===== src/rtl/sev_seg_scan.sv =====
// rtl/sev_seg_scan.sv - multiplexed seven-segment scanner with tear-free frame loading
// Prescaled digit scan, hex/decimal glyphs, leading-zero suppression, registered outputs.
module sev_seg_scan #(
   parameter int NUM_DIGITS = 4,
   parameter int CLK_DIV    = 50000
) (
   input  logic                    clk,
   input  logic                    rst_n,
   input  logic [4*NUM_DIGITS-1:0] value,
   input  logic                    load,
   input  logic [NUM_DIGITS-1:0]   dp_in,
   input  logic                    hex_en,
   input  logic                    lz_blank,
   output logic [6:0]              seg,
   output logic                    dp,
   output logic [NUM_DIGITS-1:0]   an,
   output logic                    frame_done
);

   localparam int PW = (CLK_DIV > 1) ? $clog2(CLK_DIV) : 1;
   localparam int IW = $clog2(NUM_DIGITS);
   localparam logic [PW-1:0] PRESC_MAX = PW'(CLK_DIV - 1);
   localparam logic [IW-1:0] IDX_MAX   = IW'(NUM_DIGITS - 1);

   logic [PW-1:0]           presc;
   logic [IW-1:0]           idx;
   logic [4*NUM_DIGITS-1:0] pend_val;
   logic [NUM_DIGITS-1:0]   pend_dp;
   logic                    pend_valid;
   logic [4*NUM_DIGITS-1:0] disp_val;
   logic [NUM_DIGITS-1:0]   disp_dp;

   logic                    tick;
   logic                    wrap;
   logic [3:0]              cur_nib;
   logic                    above_zero;
   logic                    suppress;
   logic [6:0]              seg_nxt;
   logic                    dp_nxt;
   logic [NUM_DIGITS-1:0]   an_nxt;

   function automatic logic [6:0] glyph(input logic [3:0] nib);
      case (nib)
         4'h0:    glyph = 7'b1000000;
         4'h1:    glyph = 7'b1111001;
         4'h2:    glyph = 7'b0100100;
         4'h3:    glyph = 7'b0110000;
         4'h4:    glyph = 7'b0011001;
         4'h5:    glyph = 7'b0010010;
         4'h6:    glyph = 7'b0000010;
         4'h7:    glyph = 7'b1111000;
         4'h8:    glyph = 7'b0000000;
         4'h9:    glyph = 7'b0010000;
         4'hA:    glyph = 7'b0001000;
         4'hB:    glyph = 7'b0000011;
         4'hC:    glyph = 7'b1000110;
         4'hD:    glyph = 7'b0100001;
         4'hE:    glyph = 7'b0000110;
         default: glyph = 7'b0001110;
      endcase
   endfunction

   assign tick = (presc == PRESC_MAX);
   assign wrap = tick && (idx == IDX_MAX);

   always_comb begin
      cur_nib    = disp_val[4*idx +: 4];
      // Digit is a leading zero when it and every digit above it are zero.
      above_zero = 1'b1;
      for (int j = 0; j < NUM_DIGITS; j++) begin
         if (j >= int'(idx) && disp_val[4*j +: 4] != 4'd0)
            above_zero = 1'b0;
      end
      suppress = lz_blank && (idx != '0) && above_zero;
      seg_nxt  = 7'b1111111;
      dp_nxt   = 1'b1;
      if (!suppress) begin
         if (hex_en || cur_nib <= 4'd9)
            seg_nxt = glyph(cur_nib);
         dp_nxt = ~disp_dp[idx];
      end
      an_nxt = ~(NUM_DIGITS'(1) << idx);
   end

   always_ff @(posedge clk or negedge rst_n) begin
      if (!rst_n) begin
         presc      <= '0;
         idx        <= '0;
         pend_val   <= '0;
         pend_dp    <= '0;
         pend_valid <= 1'b0;
         disp_val   <= '0;
         disp_dp    <= '0;
         seg        <= 7'b1111111;
         dp         <= 1'b1;
         an         <= '1;
         frame_done <= 1'b0;
      end else begin
         presc <= tick ? '0 : presc + 1'b1;
         if (tick)
            idx <= (idx == IDX_MAX) ? '0 : idx + 1'b1;
         if (load) begin
            pend_val   <= value;
            pend_dp    <= dp_in;
            pend_valid <= 1'b1;
         end
         // A load coinciding with the wrap keeps pending_valid set for the next frame.
         if (wrap && pend_valid) begin
            disp_val <= pend_val;
            disp_dp  <= pend_dp;
            if (!load)
               pend_valid <= 1'b0;
         end
         seg        <= seg_nxt;
         dp         <= dp_nxt;
         an         <= an_nxt;
         frame_done <= wrap;
      end
   end

endmodule


===== config.mk =====
export PLATFORM = sky130hd
export DESIGN_NAME = sev_seg_scan
export DESIGN_NICKNAME = d
export VERILOG_FILES = /design/src/rtl/sev_seg_scan.sv
export SDC_FILE = /design/constraint.sdc
export NUM_CORES = 1
export LEC_CHECK = 0
export ABC_AREA = 0
export CAP_MARGIN = 20
export CORE_ASPECT_RATIO = 0.75
export CORE_MARGIN = 1.5
export CORE_UTILIZATION = 52
export CTS_BUF_LIST = sky130_fd_sc_hd__clkbuf_2 sky130_fd_sc_hd__clkbuf_4 sky130_fd_sc_hd__clkbuf_8
export DETAILED_ROUTE_END_ITERATION = 16
export GPL_ROUTABILITY_DRIVEN = 0
export GPL_TIMING_DRIVEN = 0
export PLACE_DENSITY = 0.84
export SYNTH_ARGS = -nofsm -noshare
export SYNTH_HDL_FRONTEND = slang
export SYNTH_SLANG_ARGS = --single-unit

===== constraint.sdc =====
create_clock -name clk -period 2.12 [get_ports clk]
set_input_delay 0.318 -clock clk [delete_from_list [all_inputs] [get_ports clk]]
set_output_delay 0.318 -clock clk [all_outputs]
set_load 0.01 [all_outputs]

==> flow_summary.json, run 1 <==
{
  "drv_cap": 0,
  "grt.overflow.total": 0,
  "dieArea_um2": 6960,
  "crit_chain": "buf_4 > mux4_2 > inv_2 > ha_1 > nor2_1 > o211ai_1 > o21a_4 > o221ai_2",
  "dieWidth_um": 95.9,
  "ys_warn_count": 0,
  "rsz0062_at_grt": "yes",
  "drtPass1Iterations": 4,
  "final-hold-violation-count": 0,
  "cts-buffers-inserted": 9,
  "syn_avg_cell_area_um2": 13.2,
  "tightest_slew_ns": 0.876,
  "endpoint_kind": "flop",
  "route.detailed.drc": 0,
  "vias_per_cell": 5.44,
  "drive_gt1_share_pct": 24.8,
  "crit_path_max_incr_delay_ns": 0.55,
  "io_buffers": 37,
  "grt_pass1_wl_um": 9980,
  "hp-class": "primary input to async pin",
  "pin_count": 38,
  "cp_slowest_cell": "mux4_2",
  "setup_viol": 0,
  "ys_ff_latch": 72,
  "max_freq_mhz": 494,
  "synthArstFlopShare_pct": 100,
  "synth_edf_count": 0,
  "synthTopCellsByArea": "dfrtp_1 (45%), dfstp_2 (9.4%), mux2_1 (7.4%)",
  "utilization_pct": 64.9,
  "netlist.area_leader.share_pct": 44.6,
  "finClkSkew_ns": 0.00955,
  "critPathLaunchType": "flop",
  "timing.final.crit_share_pct": 95.5,
  "rows": 25,
  "critPathLaunch": "idx[0]",
  "drt_iter0_drc": 111,
  "leakage_nw": 1.86,
  "seq_area_um2": 1820,
  "min_period_ns": 2.02,
  "wl_per_cell_um": 15.4,
  "diodes": 0,
  "place_inst": 373,
  "ir_drop_v": 0.000439,
  "synth_area_um2": 3360,
  "hold_buffers": 0,
  "multi_input_area_um2": 1450,
  "drv_slew": 0,
  "clkTransAtPathRegs_ns": 0.08,
  "syn-num-nets": 292,
  "cts_tree": "done",
  "grt.total_usage_pct": 19.3,
  "syn_to_final_growth_pct": 21.3,
  "cts_sinks": 72,
  "start_util_pct": 53.5,
  "cts_root_buf": "clkbuf_8",
  "die_h_um": 72.6,
  "syn_inst": 255,
  "post-synth-top-count-cell": "dfrtp_1",
  "dpl.hpwl_um": 4340,
  "cp_max_fo": 7,
  "crit-reg2reg-launch": "idx[0]",
  "ant_nets": 0,
  "grt_pass1_vias": 2079,
  "fp.coreArea_um2": 6290,
  "grt_max_degree": 73,
  "yosys.area.top_type": "dfrtp_1",
  "ys_top_cells_by_count": "dfrtp_1 (60), mux2_1 (22), mux2_2 (22)",
  "clock_path_buffers": 2,
  "critPathKind": "flop to flop",
  "final_nets": 343,
  "fillers": 472,
  "arrival_ns": 2.28,
  "yosysUniqueCellTypes": 44,
  "required_ns": 2.37,
  "path_delay_family": "multiplexers",
  "instances_no_fill": 392,
  "antenna_found_initial": 0,
  "status": "completed",
  "yosysSeqAreaShare_pct": 54.0,
  "powerDensity_nw_per_um2": 653,
  "h-tree-depth": 3,
  "wl_um": 6030,
  "synth_flop_cell": "dfrtp_1",
  "clk_latency_ns": 0.34,
  "maxSlewHeadroom_pct": 41.6,
  "dr_total_vias": 2134,
  "crit_buf_inv": 2
}
==> cell type report <==
cell class | instances | share of cell area, %
sequential | 72 | 44.5
multi-input combinational | 162 | 35.6
timing repair buffer | 40 | 9.57
clock buffer | 12 | 3.90
tap | 81 | 2.48
buffer | 10 | 1.66
clock inverter | 4 | 1.26
inverter | 11 | 1.01
==> worst reg2reg max path, delay by kind of cell (launching register included) <==
family          cells  cell delay (ns)
compound gates      3             0.53
fa+ha+maj           1             0.17
buf+inv             2             0.27
flops               1             0.36
mux                 1             0.55
simple gates        1             0.05
==> placed cells by master (no fill, tap or decap), drive strengths merged, types with 2 or more instances in the layout <==
cell           count
a21oi              2
dfstp             12
mux2              44
and3               4
nand3              7
mux4               6
dfrtp             60
buf               12
o22ai              2
nor4bb             3
ha                12
clkdlybuf4s50     36
nor4               3
inv               12
nand4              2
nor4b              2
xor2               7
nor3               3
mux2i              4
o21ai              5
nand2             17
o211ai             3
nor2b              2
clkbuf            14
xnor2              5
a21o               2
nor2              15
==> cells by family after synthesis <==
family | Yosys count | synth area share [%]
compound gates | 21 | 5.32
mux | 54 | 20.3
simple gates | 63 | 9.64
flops | 72 | 54.0
fa+ha+maj | 12 | 4.46
xor+xnor | 12 | 3.12
buf+inv | 21 | 3.16
==> sequential cells by signal, summed over array words and instances, names as in the netlist <==
register    cells
disp_val       16
pend_val       16
presc          16
seg             7
an              4
disp_dp         4
pend_dp         4
idx             2
dp              1
frame_done      1
pend_valid      1
==> through the flow <==
stage	cell area [um^2]	TNS [ns]	hold WS, ns	power, W	setup slack (ns)
after floorplan	3360	0	0.0224	0.00150	0.00581
after global placement	3830	-105.10	0.459	0.00158	-1.58
after detailed placement	3830	-1.52	0.466	0.00158	-0.240
after CTS	4060	0	0.104	0.00270	0.0205
after global routing	4080	-0.00266	0.148	0.00278	-0.00266
final	4080	0	0.0818	0.00266	0.0955
==> repair_timing <==
action | in CTS | in global routing
gates cloned | 0 | 0
hold endpoints to repair | 0 | 0
setup endpoints to repair | 7 | 23
gates resized for setup | 3 | 4
buffers inserted | 3 | 0
==> power breakdown <==
part / leakage [nW] / internal (W) / switching (W)
sequential: 0.898 / 0.00141 / 0.0000208
clock: 0.106 / 0.000623 / 0.000487
combinational: 0.851 / 0.0000724 / 0.0000470
==> path summary, 6_finish.rpt <==
| path | depth (start not counted) | end | slack [ns] |
|---|---|---|---|
| worst min-delay path | 1 | presc[4] | 0.08 |
| worst max register to register | 8 | seg[4] | 0.1 |
| min in group clk | 1 | presc[15] | 0.49 |
| max in group asynchronous | 1 | pend_val[3] | 1.46 |
| worst max-delay path | 8 | seg[4] | 0.1 |
| worst min register to register | 1 | presc[15] | 0.49 |
==> layer usage <==
layer,track usage [%],wire length [um],vias to the layer above
met4,7.35,58,0
li1,-,-,1005
met1,26.9,2780,1060
met3,5.42,353,7
met5,0,0,-
met2,29.0,2840,62
No activity file was read; power rests on OpenSTA's default activity.
==> inputs of run 2 (changes only) <==
==> constraint.sdc (replaced) <==
create_clock -name clk -period 1.85 [get_ports clk]
set_input_delay 0.2775 -clock clk [delete_from_list [all_inputs] [get_ports clk]]
set_output_delay 0.2775 -clock clk [all_outputs]
set_load 0.01 [all_outputs]
==> run 2 against run 1 <==
Against the previous run: the flow now finishes with violations (setup timing); non-clock buffer count increased by 9; cell count grew 2.3%; die area stayed put; routed wire length grew 10%; first-iteration DRC count grew 57%; setup slack got worse by 0.22 ns; global-route usage up 0.74 points; clock skew is 0.0013 ns lower; critical endpoint is now seg[6].
==> flow_summary.json, run 2 (same netlist as run 1, synthesis figures left out) <==
{
  "cts_tree": "done",
  "grt_max_degree": 73,
  "cp_slowest_cell": "mux4_2",
  "preCtsSetupSlack_ns": -0.326,
  "powerDensity_nw_per_um2": 712,
  "drive_gt1_share_pct": 35.3,
  "dieArea_um2": 6960,
  "dieWidth_um": 95.9,
  "dpl.hpwl_um": 4320,
  "maxSlewHeadroom_pct": 42.5,
  "antenna_found_initial": 0,
  "crit-reg2reg-launch": "idx[0]",
  "finClkSkew_ns": 0.00821,
  "wl_um": 6660,
  "crit_path_max_incr_delay_ns": 0.57,
  "required_ns": 2.11,
  "final_cell_mix": "dfrtp_1 (60), clkdlybuf4s50_1 (36), mux2_2 (22)",
  "min_period_ns": 1.98,
  "endpoint_kind": "flop",
  "setup_viol": 27,
  "wl_per_cell_um": 16.6,
  "critPathLaunchType": "flop",
  "grt.overflow.total": 0,
  "r2r_end": "seg[6]",
  "start_util_pct": 53.5,
  "dpl_cell_area_um2": 3860,
  "cts_sinks": 72,
  "grt.total_usage_pct": 20.0,
  "ir_drop_v": 0.000500,
  "vias_per_cell": 5.48,
  "seq_area_um2": 1820,
  "ff2ff_path_depth": 8,
  "violations": "setup timing",
  "arrival_ns": 2.24,
  "drtPass1Iterations": 5,
  "multi_input_area_um2": 1580,
  "design_area_um2": 4320,
  "die_h_um": 72.6,
  "critPathKind": "flop to flop",
  "timing.final.crit_share_pct": 107,
  "crit_chain": "buf_6 > mux4_2 > inv_4 > ha_4 > nor2_2 > o211ai_1 > o21a_4 > o311ai_2",
  "grt_pass1_wl_um": 10300,
  "syn_to_final_growth_pct": 28.3,
  "grt_pass1_vias": 2102,
  "fillers": 439,
  "drv_slew": 0,
  "hp-class": "primary input to async pin",
  "fp.coreArea_um2": 6290,
  "final-hold-violation-count": 0,
  "leakage_nw": 1.90,
  "drt_iter0_drc": 174,
  "final_nets": 352,
  "top_regs": "disp_val: 16 flops, pend_val: 16 flops, presc: 16 flops",
  "cts-buffers-inserted": 9,
  "clk_latency_ns": 0.35,
  "finalSetupTns_ns": -1.39,
  "rsz0062_at_grt": "yes",
  "clock_path_buffers": 2,
  "drv_cap": 0,
  "rrSetupSlack_ns": -0.13,
  "max_freq_mhz": 506,
  "rows": 25,
  "tightest_slew_ns": 0.862,
  "ant_nets": 0,
  "route.detailed.drc": 0,
  "pin_count": 38,
  "final_common_cell": "dfrtp_1",
  "cp_max_fo": 7,
  "h-tree-depth": 3,
  "diodes": 0,
  "cts_root_buf": "clkbuf_8",
  "status": "finished with violations",
  "clkTransAtPathRegs_ns": 0.07,
  "setup_ws_ns": -0.128,
  "dr_total_vias": 2198,
  "io_buffers": 37
}
==> run 2: stage by stage <==
stage	hold slack, ns	utilization [%]	instances	total power [W]
floorplan	-0.0181	-	255	0.00171
global placement	0.457	61.4	373	0.00181
detailed placement	0.446	61.3	373	0.00182
CTS	0.0630	66.4	398	0.00309
global route	0.123	68.6	401	0.00318
finish	0.0360	68.6	401	0.00307
==> run 2: area by class of cell <==
| cell class | instances | share of cell area [%] |
|---|---|---|
| Sequential cell | 72 | 42.1 |
| Tap cell | 81 | 2.35 |
| Clock inverter | 4 | 1.19 |
| Clock buffer | 12 | 3.68 |
| Timing Repair Buffer | 49 | 11.2 |
| Multi-Input combinational cell | 162 | 36.5 |
| Inverter | 11 | 1.07 |
| Buffer | 10 | 1.91 |
==> run 2: layer usage <==
metal,up-vias,part of all wire (%),global-route usage (%)
met5,-,0,0
met4,0,1.6,8.33
met3,10,6.2,4.90
met2,72,48,31.1
met1,1095,44,27.2
li1,1021,-,-
==> run 2: what timing repair did <==
action	CTS	global route
pin swaps	6	4
gates resized for setup	10	28
hold buffers	0	0
setup buffers	9	1
setup endpoints to repair	27	29
cloned	0	2
==> run 2: how the worst max path moves through the flow <==
stage / slack [ns] / depth (start not counted) / end / startpoint
6_report: -0.13 / 8 / seg[6] / idx[0]
5_1_grt: -0.23 / 8 / seg[6] / idx[0]
4_1_cts: -0.12 / 8 / seg[6] / idx[0]
3_5_place_dp: -0.33 / 8 / seg[6] / idx[0]
3_3_place_gp: -1.83 / 1 / pend_dp[2] / rst_n
2_1_floorplan: -0.11 / 8 / seg[6] / idx[0]
==> run 2: critical path: cells and delay by family, from the launching register on <==
family | cells | cell delay (ns)
buffers and inverters | 2 | 0.25
flip-flops | 1 | 0.39
adder cells (fa/ha/maj) | 1 | 0.14
AO/OA/AOI/OAI | 3 | 0.51
AND/OR/NAND/NOR | 1 | 0.04
multiplexers | 1 | 0.57
==> run 2: report_power, final <==
| part | leakage [nW] | internal, W | switching (W) |
|---|---|---|---|
| logic | 0.896 | 0.0000841 | 0.0000541 |
| registers | 0.898 | 0.00162 | 0.0000270 |
| clock network | 0.106 | 0.000714 | 0.000576 |
